<file path="src/rtl/ara_eoc_pkg.sv">
// Shared types and exit-word helpers for the Ara end-of-computation monitor.
package ara_eoc_pkg;

  localparam int unsigned ExitMaxW = 64;
  localparam int unsigned CodeMaxW = ExitMaxW - 1;

  typedef enum logic [1:0] {
    EocIdle,
    EocRun,
    EocDone
  } eoc_state_e;

  typedef struct packed {
    logic                captured;
    logic [CodeMaxW-1:0] code;
  } eoc_chan_t;

  // Valid flag of a tohost-style exit word.
  function automatic logic exit_valid(input logic [ExitMaxW-1:0] word);
    return word[0];
  endfunction

  // Exit code carried above the valid flag.
  function automatic logic [CodeMaxW-1:0] exit_code(input logic [ExitMaxW-1:0] word);
    return word[ExitMaxW-1:1];
  endfunction

endpackage

</file>
<file path="src/rtl/ara_eoc_monitor_if.sv">
// Exit-word / status bundle between the testharness exits and the EOC monitor.
interface ara_eoc_monitor_if #(
  parameter int unsigned NrChannels = 4,
  parameter int unsigned ExitWidth  = 64,
  parameter int unsigned CntWidth   = 64
);
  localparam int unsigned FailW = (NrChannels > 1) ? $clog2(NrChannels) : 1;

  logic                             start_i;
  logic [NrChannels-1:0]            chan_en_i;
  logic [NrChannels*ExitWidth-1:0]  exit_i;
  logic [NrChannels-1:0]            chan_done_o;
  logic                             done_o;
  logic                             fail_o;
  logic                             timeout_o;
  logic [FailW-1:0]                 fail_chan_o;
  logic [ExitWidth-2:0]             exit_code_o;
  logic [CntWidth-1:0]              cycles_o;

  modport master (
    output start_i, chan_en_i, exit_i,
    input  chan_done_o, done_o, fail_o, timeout_o, fail_chan_o, exit_code_o, cycles_o
  );

  modport slave (
    input  start_i, chan_en_i, exit_i,
    output chan_done_o, done_o, fail_o, timeout_o, fail_chan_o, exit_code_o, cycles_o
  );

endinterface

</file>
<file path="src/rtl/ara_eoc_chan.sv">
// Sticky first-exit capture register for one monitored channel.
module ara_eoc_chan
  import ara_eoc_pkg::*;
#(
  parameter int unsigned CodeW = CodeMaxW
) (
  input  logic             clk_i,
  input  logic             rst_i,
  input  logic             clear_i,
  input  logic             enable_i,
  input  logic             valid_i,
  input  logic [CodeW-1:0] code_i,
  output logic             captured_o,
  output logic [CodeW-1:0] code_o,
  output logic             hit_c_o,
  output logic             is_fail_c_o
);

  eoc_chan_t chan_q, chan_d;

  // This edge captures: enabled, valid and nothing held yet.
  assign hit_c_o     = enable_i && valid_i && !chan_q.captured;
  assign is_fail_c_o = hit_c_o && (code_i != '0);

  // First capture wins; clear restarts the channel.
  always_comb begin
    chan_d = chan_q;
    if (clear_i) begin
      chan_d = '0;
    end else if (hit_c_o) begin
      chan_d.captured = 1'b1;
      chan_d.code     = CodeMaxW'(code_i);
    end
  end

  // Capture state register.
  always_ff @(posedge clk_i) begin
    if (rst_i) chan_q <= '0;
    else       chan_q <= chan_d;
  end

  assign captured_o = chan_q.captured;
  assign code_o     = CodeW'(chan_q.code);

endmodule

</file>
<file path="src/rtl/ara_eoc_monitor.sv">
// End-of-computation monitor: per-channel exit capture, runtime counter,
// lowest-index fail reporting. Optional watchdog under ARA_EOC_TIMEOUT_EN.
module ara_eoc_monitor
  import ara_eoc_pkg::*;
#(
  parameter int unsigned NrChannels    = 4,
  parameter int unsigned ExitWidth     = 64,
  parameter int unsigned CntWidth      = 64,
  parameter int unsigned TimeoutCycles = 1000000
) (
  input logic               clk_i,
  input logic               rst_i,
  ara_eoc_monitor_if.slave  bus
);

  localparam int unsigned CodeW = ExitWidth - 1;
  localparam int unsigned FailW = (NrChannels > 1) ? $clog2(NrChannels) : 1;

  eoc_state_e            state_q;
  logic [CntWidth-1:0]   cnt_q, cnt_inc;
  logic [NrChannels-1:0] en_q;
  logic                  done_q, fail_q, timeout_q;
  logic [FailW-1:0]      fail_chan_q, fail_idx;

  logic [NrChannels-1:0] captured, hit, hit_fail, captured_nxt;
  logic [CodeW-1:0]      chan_code [NrChannels];
  logic                  start_ok, in_run, all_done;

  // Lowest set bit index of a channel vector (0 if none).
  function automatic logic [FailW-1:0] lowest_idx(input logic [NrChannels-1:0] v);
    logic [FailW-1:0] idx;
    idx = '0;
    for (int i = int'(NrChannels) - 1; i >= 0; i--) begin
      if (v[i]) idx = FailW'(i);
    end
    return idx;
  endfunction

  assign in_run   = (state_q == EocRun);
  assign start_ok = (state_q != EocRun) && bus.start_i;

  // One sticky capture slot per channel.
  for (genvar g = 0; g < NrChannels; g++) begin : g_chan
    logic [ExitWidth-1:0] word;
    assign word = bus.exit_i[g*ExitWidth +: ExitWidth];

    ara_eoc_chan #(.CodeW(CodeW)) u_chan (
      .clk_i       (clk_i),
      .rst_i       (rst_i),
      .clear_i     (start_ok),
      .enable_i    (in_run && en_q[g]),
      .valid_i     (exit_valid(ExitMaxW'(word))),
      .code_i      (CodeW'(exit_code(ExitMaxW'(word)))),
      .captured_o  (captured[g]),
      .code_o      (chan_code[g]),
      .hit_c_o     (hit[g]),
      .is_fail_c_o (hit_fail[g])
    );
  end

  // Termination view including exits sampled on this edge.
  assign captured_nxt = captured | hit;
  assign all_done     = &(captured_nxt | ~en_q);
  assign fail_idx     = lowest_idx(hit_fail);
  assign cnt_inc      = (&cnt_q) ? cnt_q : cnt_q + CntWidth'(1);

`ifdef ARA_EOC_TIMEOUT_EN
  logic             wdog_hit;
  logic [FailW-1:0] pend_idx;
  assign wdog_hit = (cnt_inc >= CntWidth'(TimeoutCycles));
  assign pend_idx = lowest_idx(en_q & ~captured_nxt);
`else
  // Watchdog compiled out: the limit has no consumer.
  logic unused_timeout_cfg;
  assign unused_timeout_cfg = ^CntWidth'(TimeoutCycles);
`endif

  // Run-control FSM with counter and registered status.
  always_ff @(posedge clk_i) begin
    if (rst_i) begin
      state_q     <= EocIdle;
      cnt_q       <= '0;
      en_q        <= '0;
      done_q      <= 1'b0;
      fail_q      <= 1'b0;
      timeout_q   <= 1'b0;
      fail_chan_q <= '0;
    end else begin
      case (state_q)
        EocIdle, EocDone: begin
          if (bus.start_i) begin
            state_q     <= EocRun;
            cnt_q       <= '0;
            en_q        <= bus.chan_en_i;
            done_q      <= 1'b0;
            fail_q      <= 1'b0;
            timeout_q   <= 1'b0;
            fail_chan_q <= '0;
          end
        end
        EocRun: begin
          cnt_q <= cnt_inc;
          if (|hit_fail) begin
            state_q     <= EocDone;
            done_q      <= 1'b1;
            fail_q      <= 1'b1;
            fail_chan_q <= fail_idx;
          end else if (all_done) begin
            state_q <= EocDone;
            done_q  <= 1'b1;
`ifdef ARA_EOC_TIMEOUT_EN
          end else if (wdog_hit) begin
            state_q     <= EocDone;
            done_q      <= 1'b1;
            fail_q      <= 1'b1;
            timeout_q   <= 1'b1;
            fail_chan_q <= pend_idx;
`endif
          end
        end
        default: state_q <= EocIdle;
      endcase
    end
  end

  assign bus.chan_done_o = captured;
  assign bus.done_o      = done_q;
  assign bus.fail_o      = fail_q;
  assign bus.timeout_o   = timeout_q;
  assign bus.fail_chan_o = fail_chan_q;
  // Reported channel holds its own captured code; pass and timeout select a zero code.
  assign bus.exit_code_o = chan_code[fail_chan_q];
  assign bus.cycles_o    = cnt_q;

endmodule

</file>
<file path="src/flat_wrapper.sv">
// flat-port wrapper written by rule: the top's interface ports become plain ports
module ara_eoc_monitor_flat import ara_eoc_pkg::*;
#(
  parameter int unsigned NrChannels    = 4,
  parameter int unsigned ExitWidth     = 64,
  parameter int unsigned CntWidth      = 64,
  parameter int unsigned TimeoutCycles = 1000000
)
  (clk_i, rst_i, bus_start_i, bus_chan_en_i, bus_exit_i, bus_chan_done_o, bus_done_o, bus_fail_o, bus_timeout_o, bus_fail_chan_o, bus_exit_code_o, bus_cycles_o);
  ara_eoc_monitor_if #(.NrChannels(NrChannels), .ExitWidth(ExitWidth), .CntWidth(CntWidth)) bus_i ();
  input logic clk_i;
  input logic rst_i;
  input wire logic [$bits(bus_i.start_i)-1:0] bus_start_i;
  input wire logic [$bits(bus_i.chan_en_i)-1:0] bus_chan_en_i;
  input wire logic [$bits(bus_i.exit_i)-1:0] bus_exit_i;
  output wire logic [$bits(bus_i.chan_done_o)-1:0] bus_chan_done_o;
  output wire logic [$bits(bus_i.done_o)-1:0] bus_done_o;
  output wire logic [$bits(bus_i.fail_o)-1:0] bus_fail_o;
  output wire logic [$bits(bus_i.timeout_o)-1:0] bus_timeout_o;
  output wire logic [$bits(bus_i.fail_chan_o)-1:0] bus_fail_chan_o;
  output wire logic [$bits(bus_i.exit_code_o)-1:0] bus_exit_code_o;
  output wire logic [$bits(bus_i.cycles_o)-1:0] bus_cycles_o;
  assign bus_i.start_i = bus_start_i;
  assign bus_i.chan_en_i = bus_chan_en_i;
  assign bus_i.exit_i = bus_exit_i;
  assign bus_chan_done_o = bus_i.chan_done_o;
  assign bus_done_o = bus_i.done_o;
  assign bus_fail_o = bus_i.fail_o;
  assign bus_timeout_o = bus_i.timeout_o;
  assign bus_fail_chan_o = bus_i.fail_chan_o;
  assign bus_exit_code_o = bus_i.exit_code_o;
  assign bus_cycles_o = bus_i.cycles_o;
  ara_eoc_monitor #(.NrChannels(NrChannels), .ExitWidth(ExitWidth), .CntWidth(CntWidth), .TimeoutCycles(TimeoutCycles)) u_core (.clk_i(clk_i), .rst_i(rst_i), .bus(bus_i));
endmodule
</file>
<file path="config.mk">
export PLATFORM = sky130hd
export DESIGN_NAME = ara_eoc_monitor_flat
export DESIGN_NICKNAME = d
export VERILOG_FILES = /design/src/rtl/ara_eoc_pkg.sv /design/src/rtl/ara_eoc_monitor_if.sv /design/src/rtl/ara_eoc_chan.sv /design/src/rtl/ara_eoc_monitor.sv /design/src/flat_wrapper.sv
export SDC_FILE = /design/constraint.sdc
export NUM_CORES = 1
export LEC_CHECK = 0
export CAP_MARGIN = 25
export CORE_MARGIN = 2
export CORE_UTILIZATION = 40
export CTS_CLUSTER_DIAMETER = 150
export DETAILED_ROUTE_END_ITERATION = 12
export PLACE_DENSITY = 0.68
export SYNTH_ARGS = -nofsm -noshare
export SYNTH_HDL_FRONTEND = slang
export SYNTH_SLANG_ARGS = --single-unit
</file>
<file path="constraint.sdc">
create_clock -name clk_i -period 3.3 [get_ports clk_i]
set_clock_uncertainty 0.1 [all_clocks]
set_input_delay 0.495 -clock clk_i [delete_from_list [all_inputs] [get_ports clk_i]]
set_output_delay 0.495 -clock clk_i [all_outputs]
set_load 0.005 [all_outputs]
</file>
==> results of run 1 <==
[state kept, by name, summed over array words and instances (netlist names)]
name and flops:
u_core.bus.cycles_o 64, u_core.state_q 2, u_core.g_chan.u_chan.code_o 252, u_core.bus.fail_chan_o 2
u_core.en_q 4, u_core.g_chan.u_chan.captured_o 4, u_core.bus.done_o 1, u_core.bus.fail_o 1
[power by group]
part / internal, mW / switching, mW / leakage, nW
registers: 4.01 / 0.0192 / 2.66
clock network: 2.32 / 1.65 / 0.567
logic: 0.388 / 0.389 / 3.18
total: 6.71 / 2.06 / 6.41
[cell usage in the layout, fill, tap and decap left out, drive strengths merged, types with 12 or more instances in the layout]
| master | synthesis | routed |
|---|---|---|
| mux4 | 63 | 63 |
| o211ai | 12 | 12 |
| nor3 | 16 | 16 |
| clkbuf | 102 | 54 |
| buf | 22 | 76 |
| nand3 | 34 | 34 |
| o21ai | 32 | 32 |
| nor4 | 71 | 71 |
| nand2 | 572 | 572 |
| or3 | 40 | 40 |
| nand4 | 39 | 39 |
| inv | 10 | 12 |
| or4 | 29 | 29 |
| dfxtp | 330 | 330 |
| a21oi | 302 | 302 |
| clkdlybuf4s50 | 0 | 397 |
| nor2 | 27 | 27 |
| o31ai | 13 | 13 |
[logic make-up after synthesis]
kind of cell / after synthesis
and+or+nand+nor: 865
AOI/OAI and AO/OA: 380
DFF: 330
buffers and inverters: 134
muxes: 65
xor gates and xnor gates: 7
adders and majority gates: 1
other: 1
[area by class of cell]
cell class                 count  area [um2]  area share
antenna                       10        25.0     0.00121
clock buffer                  54        1070      0.0518
clock inverter                 8        76.3     0.00369
inverter                      10        37.5     0.00182
multi-input combinational   1319        7600       0.368
sequential                   330        6610       0.320
tap                          468         586      0.0283
timing repair buffer         473        4660       0.225
[stage by stage]
| step | hold slack (ns) | utilization | setup WS [ns] | cell area, um2 | instances |
|---|---|---|---|---|---|
| 3_3_place_gp | 0.339 | 0.535 | 0.0591 | 19500 | 2600 |
| 6_report | 0.350 | 0.567 | 0.237 | 20700 | 2672 |
| 5_1_grt | 0.364 | 0.567 | 0.0870 | 20700 | 2671 |
| 2_1_floorplan | 0.333 | - | 0.873 | 14700 | 1783 |
| 4_1_cts | 0.351 | 0.567 | 0.204 | 20600 | 2662 |
| 3_5_place_dp | 0.343 | 0.535 | 0.0532 | 19500 | 2600 |
[final timing paths]
path | depth (start not counted) | start | endpoint
max | 3 | u_core.bus.fail_chan_o[0] | bus_exit_code_o[41]
min | 2 | u_core.g_chan[3].u_chan.code_o[44] | u_core.g_chan[3].u_chan.code_o[44]
max reg2reg | 6 | u_core.bus.cycles_o[37] | u_core.bus.cycles_o[54]
min reg2reg | 2 | u_core.g_chan[3].u_chan.code_o[44] | u_core.g_chan[3].u_chan.code_o[44]
[worst max-delay path, stage by stage (launching register included)]
cell and delay, ns:
dfxtp_4 0.36, buf_4 0.46, mux4_2 0.64, clkdlybuf4s50_1 0.47
[layer usage]
layer,wire length [um],vias up,GRT usage
met1,23500,7377,0.371
li1,-,7126,-
met2,27500,690,0.490
met4,2740,2,0.132
met5,9,-,0
met3,5330,138,0.0662
==> impl_metrics.csv, run 1 <==
group,metric,value,unit
outcome,status,"finished clean",
clock_tree,cts-root-buf,"clkbuf_16",
yosys,syn_nets,2047,
timing,rsz0062_at_grt,"false",
floorplanning,row_count,70,
grt,antenna_found_initial,10,
timing,relSlewSlack,0.392,
grt,grt.overflow.total,0,
placement,gp_congestion,0.900,
placement,io_buffers,397,
pwr,pwr_density_cell,424,nW/um2
yosys,synthTopCellsByArea,"dfxtp_1 (45%), nand2_1 (15%), a21oi_1 (10%), mux4_2 (9.6%), nor4_1 (3.0%)",
floorplanning,io_pins,399,
placement,dpl.hpwl,43.0,mm
finish,drive_gt1_frac,0.101,
timing,fin_crit,3.06,ns
flow_run,maxCapViolations,0,
yosys,syn-instance-count,1783,
drt,vias,15300,
yosys,synth_seq_cells,330,
yosys,synth_adder_area_share,0.000850,
timing,finalSetupViolCount,0,
drt,post_drt_wl_per_cell,22.1,um
yosys,yosys.area.top_type,"dfxtp_1",
clock_tree,post_cts_buffers,0,
min_path,hp-class,"flip-flop to flip-flop",
pwr,power,8.77,mW
clock_tree,cts_buffers,37,
clock_tree,clockBufferDepth,3,
finish,fillers,3370,
critical_path,end_kind,"output port",
grt,grt_pass1_vias,14900,
critical_path,cp.required,2.70,ns
timing,setup_tns,0,ns
yosys,synth_xor_area_frac,0.00416,
clock_tree,cts_resized,0,
yosys,yosys_warnings,0,
yosys,synth_top_family_by_area,"simple AND/OR/NAND/NOR gates",
grt,grt.total_usage,0.296,
yosys,synth_edf_count,0,
clock_tree,tritoncts,"done",
critical_path,crit_arrival,2.47,ns
floorplanning,core_area,36400,um2
drt,vias_per_cell,5.74,
clock_tree,clkSlewWorstSetupHoldPaths,0.06,ns
yosys,synth_mux_area_frac,0.0977,
yosys,seq_area_frac_synth,0.449,
pwr,irDropWorstVdd,0.280,mV
critical_path,setup.worst_path.class,"flip-flop to output port",
drt,drc,0,
clock_tree,h-tree-depth,2,
timing,worst_pin_slew,0.911,ns
yosys,syn_area,14700,um2
floorplanning,chipHeight,196,um
drt,first_pass_iters,5,
yosys,synth_ff_type,"dfxtp_1",
floorplanning,die_area,38400,um2
floorplanning,die-width,196,um
drt,wl,59.1,mm
critical_path,cp-start-kind,"flip-flop",
yosys,synth.top_cell.area_share,0.449,
timing,max_freq,0.326,GHz
finish,fin_nets,2435,
clock_tree,cts_hold_buf,0,
yosys,synth_area_per_cell,8.26,um2
timing,final_hold_viol_count,0,
drt,postRouteAntennaNets,0,
floorplanning,start_util,0.404,
clock_tree,clk_latency,0.52,ns
timing,final_max_slew_viol_count,0,
pwr,p_leak,6.41,nW
yosys,async_reset_ff_frac,0,
critical_path,crit_path_max_fanout,25,
yosys,synth_compound_area_frac,0.142,
yosys,yosysUniqueCellTypes,61,
drt,drtIter0Drc,1024,
grt,grt_start_max_net_pins,110,
timing,fin_crit_sh,0.928,
finish,synthToLayoutAreaGrowth,40.3,%
clock_tree,cts.sinks,330,
grt,grt_pass1_wl,87.5,mm
critical_path,r2r_slack,0.27,ns
yosys,yosys.area_share.simple,0.269,
yosys,synth_most_common_cell,"nand2_1",
yosys,synth_commonest_cells,"nand2_1 (572), dfxtp_1 (330), a21oi_1 (298)",
No activity file was read; power rests on OpenSTA's default activity.
==> inputs of run 2 (changes only) <==
- CAP_MARGIN: 25 -> 20
==> results of run 2 <==
The final DEF is identical to that of run 1; final timing and power are the same.
